### src/rtl/boot_loader_pkg.sv
// ============================================================================
// Module   : boot_loader_pkg
// Purpose  : Shared state encoding and parameter defaults for the UART boot
//            loader controller.
// Revision : 1.0 - initial release
// ============================================================================
`default_nettype none

package boot_loader_pkg;

  localparam int unsigned c_timeout_cycles_def = 500000;
  localparam int unsigned c_imem_depth_def     = 256;
  localparam logic [7:0]  c_header_byte_def    = 8'hA5;

  typedef enum logic [3:0] {
    IDLE  = 4'd0,
    CNT_L = 4'd1,
    CNT_H = 4'd2,
    DAT_L = 4'd3,
    DAT_H = 4'd4,
    CSUM  = 4'd5,
    DONE  = 4'd6,
    RUN   = 4'd7,
    ERR   = 4'd8
  } state_t;

  // A frame is in flight from the count bytes up to the checksum byte.
  function automatic logic is_busy(input state_t s);
    return (s == CNT_L) || (s == CNT_H) || (s == DAT_L) ||
           (s == DAT_H) || (s == CSUM);
  endfunction

endpackage

`default_nettype wire

### src/rtl/byte_timeout_timer.sv
// ============================================================================
// Module   : byte_timeout_timer
// Purpose  : Counts idle cycles between received bytes; flags expiry once the
//            count reaches TIMEOUT_CYCLES.
// Revision : 1.0 - initial release
// ============================================================================
`default_nettype none

module byte_timeout_timer
  import boot_loader_pkg::*;
#(
  parameter int unsigned TIMEOUT_CYCLES = c_timeout_cycles_def
) (
  input  logic clk,
  input  logic rst_n,
  input  logic clear,
  input  logic enable,
  output logic expired
);

  localparam int unsigned c_w = $clog2(TIMEOUT_CYCLES + 1);

  logic [c_w-1:0] r_cnt;

  // Dropping enable also clears, so every new frame starts from zero.
  always_ff @(posedge clk or negedge rst_n) begin
    if (!rst_n) begin
      r_cnt <= '0;
    end else if (clear || !enable) begin
      r_cnt <= '0;
    end else if (!expired) begin
      r_cnt <= r_cnt + c_w'(1);
    end
  end

  assign expired = (r_cnt == c_w'(TIMEOUT_CYCLES));

endmodule

`default_nettype wire

### src/rtl/boot_loader_ctrl.sv
// ============================================================================
// Module   : boot_loader_ctrl
// Purpose  : Parses UART boot frames into instruction-memory writes and
//            sequences the CPU reset/run controls.
// Revision : 1.0 - initial release
// ============================================================================
`default_nettype none

module boot_loader_ctrl
  import boot_loader_pkg::*;
#(
  parameter int unsigned TIMEOUT_CYCLES = c_timeout_cycles_def,
  parameter int unsigned IMEM_DEPTH     = c_imem_depth_def,
  parameter logic [7:0]  HEADER_BYTE    = c_header_byte_def
) (
  input  logic        sys_clk,
  input  logic        sys_rst_n,
  input  logic [7:0]  rx_data,
  input  logic        rx_valid,
  input  logic        reload_req,
  input  logic        run_req,
  output logic        imem_we,
  output logic [15:0] imem_addr,
  output logic [15:0] imem_wdata,
  output logic        cpu_rst,
  output logic        cpu_run,
  output logic        load_busy,
  output logic        load_err,
  output logic [15:0] words_loaded
);

  state_t      r_state, w_state_nxt;
  logic [15:0] r_count, w_count_nxt;
  logic [15:0] r_words, w_words_nxt;
  logic [15:0] r_addr,  w_addr_nxt;
  logic [15:0] r_wdata, w_wdata_nxt;
  logic [7:0]  r_csum,  w_csum_nxt;
  logic [7:0]  r_lsb,   w_lsb_nxt;
  logic        r_we,    w_we_nxt;

  logic        w_busy;
  logic        w_expired;
  logic        w_timer_clear;
  logic [15:0] w_cnt_rx;
  logic [15:0] w_words_inc;
  logic [7:0]  w_csum_add;

  assign w_busy        = is_busy(r_state);
  assign w_timer_clear = rx_valid | reload_req;
  assign w_cnt_rx      = {rx_data, r_count[7:0]};
  assign w_words_inc   = r_words + 16'd1;
  assign w_csum_add    = r_csum + rx_data;

  byte_timeout_timer #(
    .TIMEOUT_CYCLES(TIMEOUT_CYCLES)
  ) u_timer (
    .clk    (sys_clk),
    .rst_n  (sys_rst_n),
    .clear  (w_timer_clear),
    .enable (w_busy),
    .expired(w_expired)
  );

  always_ff @(posedge sys_clk or negedge sys_rst_n) begin
    if (!sys_rst_n) begin
      r_state <= IDLE;
      r_count <= '0;
      r_words <= '0;
      r_addr  <= '0;
      r_wdata <= '0;
      r_csum  <= '0;
      r_lsb   <= '0;
      r_we    <= 1'b0;
    end else begin
      r_state <= w_state_nxt;
      r_count <= w_count_nxt;
      r_words <= w_words_nxt;
      r_addr  <= w_addr_nxt;
      r_wdata <= w_wdata_nxt;
      r_csum  <= w_csum_nxt;
      r_lsb   <= w_lsb_nxt;
      r_we    <= w_we_nxt;
    end
  end

  always_comb begin
    w_state_nxt = r_state;
    w_count_nxt = r_count;
    w_words_nxt = r_words;
    w_addr_nxt  = r_addr;
    w_wdata_nxt = r_wdata;
    w_csum_nxt  = r_csum;
    w_lsb_nxt   = r_lsb;
    w_we_nxt    = 1'b0;

    // Reload outranks everything, then timeout, then byte/run handling.
    if (reload_req) begin
      w_state_nxt = IDLE;
      w_words_nxt = '0;
      w_csum_nxt  = '0;
    end else if (w_busy && w_expired) begin
      w_state_nxt = ERR;
    end else begin
      if (rx_valid) begin
        case (r_state)
          IDLE: begin
            if (rx_data == HEADER_BYTE) begin
              w_state_nxt = CNT_L;
              w_words_nxt = '0;
              w_csum_nxt  = '0;
            end
          end
          CNT_L: begin
            w_count_nxt = {8'h00, rx_data};
            w_csum_nxt  = w_csum_add;
            w_state_nxt = CNT_H;
          end
          CNT_H: begin
            w_count_nxt = w_cnt_rx;
            w_csum_nxt  = w_csum_add;
            if (w_cnt_rx == 16'd0) begin
              w_state_nxt = CSUM;
            end else if ({1'b0, w_cnt_rx} > 17'(IMEM_DEPTH)) begin
              w_state_nxt = ERR;
            end else begin
              w_state_nxt = DAT_L;
            end
          end
          DAT_L: begin
            w_lsb_nxt   = rx_data;
            w_csum_nxt  = w_csum_add;
            w_state_nxt = DAT_H;
          end
          DAT_H: begin
            w_we_nxt    = 1'b1;
            w_addr_nxt  = r_words;
            w_wdata_nxt = {rx_data, r_lsb};
            w_words_nxt = w_words_inc;
            w_csum_nxt  = w_csum_add;
            w_state_nxt = (w_words_inc == r_count) ? CSUM : DAT_L;
          end
          CSUM: begin
            w_state_nxt = (rx_data == r_csum) ? DONE : ERR;
          end
          default: ;
        endcase
      end
      if ((r_state == DONE) && run_req) begin
        w_state_nxt = RUN;
      end
    end
  end

  assign imem_we      = r_we;
  assign imem_addr    = r_addr;
  assign imem_wdata   = r_wdata;
  assign words_loaded = r_words;
  assign load_busy    = w_busy;
  assign load_err     = (r_state == ERR);
  assign cpu_run      = (r_state == RUN);
  assign cpu_rst      = (r_state != RUN);

endmodule

`default_nettype wire

### config.mk
export PLATFORM = sky130hd
export DESIGN_NAME = boot_loader_ctrl
export DESIGN_NICKNAME = d
export VERILOG_FILES = /design/src/rtl/boot_loader_pkg.sv /design/src/rtl/byte_timeout_timer.sv /design/src/rtl/boot_loader_ctrl.sv
export SDC_FILE = /design/constraint.sdc
export NUM_CORES = 1
export LEC_CHECK = 0
export CORE_MARGIN = 4
export CORE_UTILIZATION = 40
export DETAILED_ROUTE_END_ITERATION = 8
export SLEW_MARGIN = 20
export SYNTH_ARGS = -nofsm -noshare
export SYNTH_HDL_FRONTEND = slang
export SYNTH_HIERARCHICAL = 1
export SYNTH_SLANG_ARGS = --single-unit
### constraint.sdc
create_clock -name sys_clk -period 3.79 [get_ports sys_clk]
set_input_delay 0.5685 -clock sys_clk [delete_from_list [all_inputs] [get_ports sys_clk]]
set_output_delay 0.5685 -clock sys_clk [all_outputs]
set_load 0.05 [all_outputs]
---- Word level (Yosys, flattened, before mapping) ----
Index checks and enable logic that the tools add are counted.
word-level totals
  bits in registers ....................... 104
  input port bits ......................... 13
  logic and storage cells ................. 86
cells by class
  add/subtract/negate cells ............... 3
  order comparisons ....................... 1
  equal/unequal tests ..................... 17
  multiplexer cells ....................... 27
  bitwise gates (word level) .............. 4
  reductions and logical operators ........ 24
operator list
  operator                                             number
  2-to-1 mux 16 bit                                    4
  one-hot mux 16 bit (2 select lines)                  2
  2-to-1 mux 19 bit                                    2
  2-to-1 mux 4 bit                                     8
  2-to-1 mux 8 bit                                     4
  one-hot mux 4 bit (6 select lines)                   1
  AND reduction 4 bit                                  5
  adder 19 x 1 -> 19 bit, second input constant        1
  == test 19 bit, second input constant                1
  adder 16 x 1 -> 16 bit, second input constant        1
  == test 16 bit                                       1
  == test 4 x 3 -> 1 bit, second input constant        4
  > comparator 16 x 9 -> 1 bit, second input constant  1
  zero test 16 bit                                     1
  one-hot mux 8 bit (2 select lines)                   1
  nonzero test 9 bit                                   1
  adder 8 bit                                          1
  == test 4 x 2 -> 1 bit, second input constant        2
  == test 8 bit                                        1
  == test 8 bit, second input constant                 1
  nonzero test 3 bit                                   2
  logical OR 1 bit                                     5
  inequality test 5 bit, second input constant         1
  AND reduction 5 bit                                  1
  other kinds (17)                                     24

---- Logic depth before layout (Yosys ltp) ----
  depth after elaboration ................. 8
  depth in mapped cells ................... 12
  mapped depth without buffers ............ 11

---- Modules after synthesis ----
Netlist, hierarchy kept.
by module, submodules not included
  module              instances  cells an instance  area each (sq um)  seq. area each (sq um)
  boot_loader_ctrl    1          503                4,550.6            2,127.0
  byte_timeout_timer  1          104                1,023.5            475.5

---- Worst setup path after synthesis ----
Ideal clock, no wire load.
  path kind ............................... flip-flop to flip-flop
  start ................................... register r_words[0], in the netlist words_loaded[0]
  end ..................................... register r_state[1]
  library setup time ...................... 0.121 ns
  arrival time ............................ 2.513 ns
  slack ................................... 1.156 ns
  cell stages (with the launch flop) ...... 9
  period minus slack after synthesis ...... 2.634 ns
  cells stage by stage .................... dfrtp_1 ha_1 and4_1 and4bb_2 xnor2_1 o211ai_1 a2111oi_2 o2111ai_1 a22o_1
between the ends
  word-level cells in the longest chain between the ends .. 8
ends and longest elaborated chain
  item                                RTL line                 text
  from (decl)                         boot_loader_ctrl.sv:34   logic [15:0] r_words, w_words_nxt;
  from (signal assigned)              boot_loader_ctrl.sv:77   r_words <= w_words_nxt;
  adder 16 x 1 -> 16 bit              boot_loader_ctrl.sv:51   assign w_words_inc = r_words + 16'd1;
  == test 16 bit                      boot_loader_ctrl.sv:140  w_state_nxt = (w_words_inc == r_count) ? CSUM : DAT_L;
  2-to-1 mux 3 bit                    boot_loader_ctrl.sv:140
  one-hot mux 4 bit (6 select lines)  boot_loader_ctrl.sv:105  case (r_state)
  2-to-1 mux 4 bit                    boot_loader_ctrl.sv:104  if (rx_valid) begin
  2-to-1 mux 4 bit                    boot_loader_ctrl.sv:148  if ((r_state == DONE) && run_req) begin
  2-to-1 mux 4 bit                    boot_loader_ctrl.sv:101  end else if (w_busy && w_expired) begin
  2-to-1 mux 4 bit                    boot_loader_ctrl.sv:97   if (reload_req) begin
  to (signal assigned)                boot_loader_ctrl.sv:75   r_state <= w_state_nxt;
  to (decl)                           boot_loader_ctrl.sv:32   state_t r_state, w_state_nxt;
Every way passes these cells. The select of a mux whose other input is x is not followed.
A chain may end at the register's enable or synchronous reset.

---- Final worst setup path ----
  start ................................... register u_timer.r_cnt[4]
  end ..................................... register r_state[1]
between the ends
  word-level cells in the longest chain between the ends .. 4
  elaborated cells on any way between the ends .. 8
ends and longest elaborated chain
  item                                                               RTL line                  text
  from (decl)                                                        byte_timeout_timer.sv:23  logic [c_w-1:0] r_cnt;
  from (signal assigned)                                             byte_timeout_timer.sv:32  r_cnt <= r_cnt + c_w'(1);
  == test 19 bit (*)                                                 byte_timeout_timer.sv:36  assign expired = (r_cnt == c_w'(TIMEOUT_CYCLES));
  via w_expired                                                      boot_loader_ctrl.sv:42    logic w_expired;
  logical AND 1 bit (*)                                              boot_loader_ctrl.sv:101
  inequality test 5 bit (no line), or another cell as far along      --
  AND reduction 3 bit (no line) or 2-to-1 mux 4 bit (tied branches)  --
Mark *: on every way through the listed nets, which the timed path passes. The rest lies on a longest branch.

==> results.json <==
{
  "fin_ws_ps": 563.5,
  "cp_max_fo": 12,
  "synth.most_common_cell": "nand2_1",
  "layout.nets": 685,
  "maxSlewHeadroom_pct": 46.10,
  "synth_common_cells": "146 x nand2_1, 104 x dfrtp_1, 47 x o21ai_0, 33 x nor2_1, 24 x a21oi_1",
  "power_density_nw_per_um2": 340.3,
  "clockPowerShare_pct": 42.2,
  "setup_viol_count_final": 0,
  "fill_cells": 1326,
  "firstDrtPassIters": 5,
  "period_minus_slack_ps": 3227,
  "vdd_drop_max_mv": 0.2703,
  "h-tree-depth": 3,
  "cap_violations": 0,
  "finalHoldViolations": 0,
  "grt_max_degree": 58,
  "gr-total-overflow": 0,
  "wl_per_cell_um": 17.08,
  "fin_skew_ps": 6.696,
  "start_kind": "register",
  "yosysWarningCount": 6,
  "startpoint": "u_timer/r_cnt[4]",
  "die_h_um": 126.0,
  "area_growth_pct": 19.57,
  "core_area_um2": 13450,
  "switching_share_pct": 26.72,
  "clk_latency_ps": 360,
  "rows": 42,
  "ant_nets": 0,
  "floorplan.initialDensity_pct": 41.43,
  "drt_iter0_markers": 355,
  "postCtsSetupBuffers": 0,
  "grt_pass1_vias": 4667,
  "rsz0062_at_grt": "no",
  "die_area_um2": 15890,
  "portBuffers": 65,
  "netlist_instances": 607,
  "synth-edff-count": 0,
  "dp_hpwl_um": 10100,
  "numClockSinks": 104,
  "clk_path_buf_depth": 2,
  "finalMaxSlewViolations": 0,
  "synth.top_cell.area_share_pct": 46.69,
  "status": "complete, no violations",
  "p_sw_mw": 0.6060,
  "cts_tree": "built",
  "synth_seq_cells": 104,
  "die_x_um": 126.0,
  "gp_congestion": 0.8506,
  "multi_input_area_um2": 2778,
  "r2r-start": "u_timer/r_cnt[4]",
  "async_reset_ff_share_pct": 100.0,
  "finalCritPeriodShare_pct": 85.13,
  "gr-usage-all-layers_pct": 18.56,
  "synthesis.area_um2": 5574,
  "synth_ff_type": "dfrtp_1",
  "worst_pin_slew_ps": 801.7,
  "power_mw": 2.268,
  "grt_pass1_wl_um": 24010,
  "synth_fp_nets": 631,
  "cts_buffers": 9,
  "grt_antenna_before_repair": 0,
  "path_clk_slew_ps": 80,
  "path_class": "register to register",
  "antennaDiodeCount": 0,
  "yosysTopAreaCell": "dfrtp_1",
  "cp.required_ps": 4040,
  "p_comb_share_pct": 7.3,
  "drcViolationCount": 0,
  "synth_cell_types": 66,
  "routed_via_density": 5.506,
  "crit_path_end_kind": "register",
  "wl_um": 14380,
  "cts_resized": 0,
  "vias": 4636,
  "seq_area_um2": 2603,
  "pin_count": 66,
  "pre_cts_ws_ps": 499.1,
  "hp-class": "input port to async pin",
  "hold_buffers": 0,
  "p_seq_share_pct": 50.5,
  "ys_seq_area_share_pct": 46.69,
  "syn_area_per_cell_um2": 9.183,
  "netlist_top_cells_area": "dfrtp_1 47%, nand2_1 9.8%, o21ai_0 4.2%",
  "drive_gt1_share_pct": 8.108,
  "setup_tns_ps": 0,
  "leakagePower_nw": 3.037,
  "root_buffer": "clkbuf_16",
  "fmax_mhz": 309.9,
  "internal_power_mw": 1.662,
  "arrival_ps": 3470
}
-- power by group through the flow --
stage / clock network (mW) / registers [mW] / logic [mW]
detailed placement: 0 / 1.17 / 0.166
CTS: 0.982 / 1.15 / 0.167
global placement: 0 / 1.17 / 0.163
finish: 0.957 / 1.15 / 0.165
global route: 1.03 / 1.15 / 0.184
floorplan: 0 / 1.17 / 0.0793
-- state kept, by name, indices dropped and copies added (netlist names) --
| signal | cells |
|---|---|
| r_state | 4 |
| r_csum | 8 |
| r_lsb | 8 |
| words_loaded | 16 |
| r_count | 16 |
| imem_addr | 16 |
| imem_wdata | 16 |
| u_timer/r_cnt | 19 |
| imem_we | 1 |
-- routing by layer --
metal	global-route usage (%)	wire length [µm]	vias to the layer above
met4	6.877	278	0
met3	2.879	569	23
met1	25.01	6703	2266
met5	0	0	-
li1	-	-	2224
met2	30.36	6830	123
-- cell families (layout without fill, tap and decap cells) --
group	after synthesis	in the layout	synth area share, %
buf+inv	42	101	3.479
simple gates	281	281	25.41
flops	104	104	46.69
mux	12	12	2.335
xor+xnor	37	37	5.814
compound gates	120	120	13.67
fa+ha+maj	11	11	2.604
-- final cells by class --
class	count	share of cell area (%)
clock inverter	7	1.295
multi-input combinational	461	41.67
clock buffer	9	3.379
inverter	12	0.6758
tap	176	3.304
sequential	104	39.05
timing repair buffer	73	10.63
-- worst paths after layout --
check,cells past startpoint,slack [ps],end
worst max-delay path,9,560,r_state[1]
worst min-delay path,1,260,imem_wdata[8]
worst max register to register,9,560,r_state[1]
worst min register to register,2,480,imem_addr[12]
max in group asynchronous,2,2710,imem_addr[10]
min in group sys_clk,2,480,imem_addr[12]
-- metrics by stage --
stage | area [µm²] | util [%] | hold slack [ps] | instances
after floorplan | 5574 | - | 272.9 | 607
after global placement | 6354 | 47.23 | 444.5 | 826
after detailed placement | 6354 | 47.23 | 454.7 | 826
after CTS | 6665 | 49.54 | 281.3 | 842
after global routing | 6665 | 49.54 | 322.4 | 842
final | 6665 | 49.54 | 255.3 | 842
-- critical path: stages (launching register included) --
cell     delay [ps]
dfrtp_1         440
nor4b_1         330
nand3_1         210
nor2_1          380
nand4_1         300
and4_1          300
a21oi_1         550
buf_4           310
nor2_4           60
a22o_1          230
-- cells in the final DEF (no fill, tap or decap), drive strengths merged, types with 8 or more instances in the layout --
| cell | netlist | final |
|---|---|---|
| xor2 | 20 | 20 |
| nor2 | 34 | 34 |
| clkbuf | 14 | 9 |
| buf | 16 | 9 |
| mux2 | 8 | 8 |
| dfrtp | 104 | 104 |
| or3 | 11 | 11 |
| xnor2 | 17 | 17 |
| nor3 | 10 | 10 |
| o31ai | 10 | 10 |
| ha | 10 | 10 |
| o21ai | 47 | 47 |
| a22o | 13 | 13 |
| clkdlybuf4s50 | 0 | 64 |
| nand4 | 13 | 13 |
| inv | 12 | 14 |
| nand2 | 146 | 146 |
| a21oi | 24 | 24 |
| nand3 | 18 | 18 |
(Power assumes the default switching activity.)
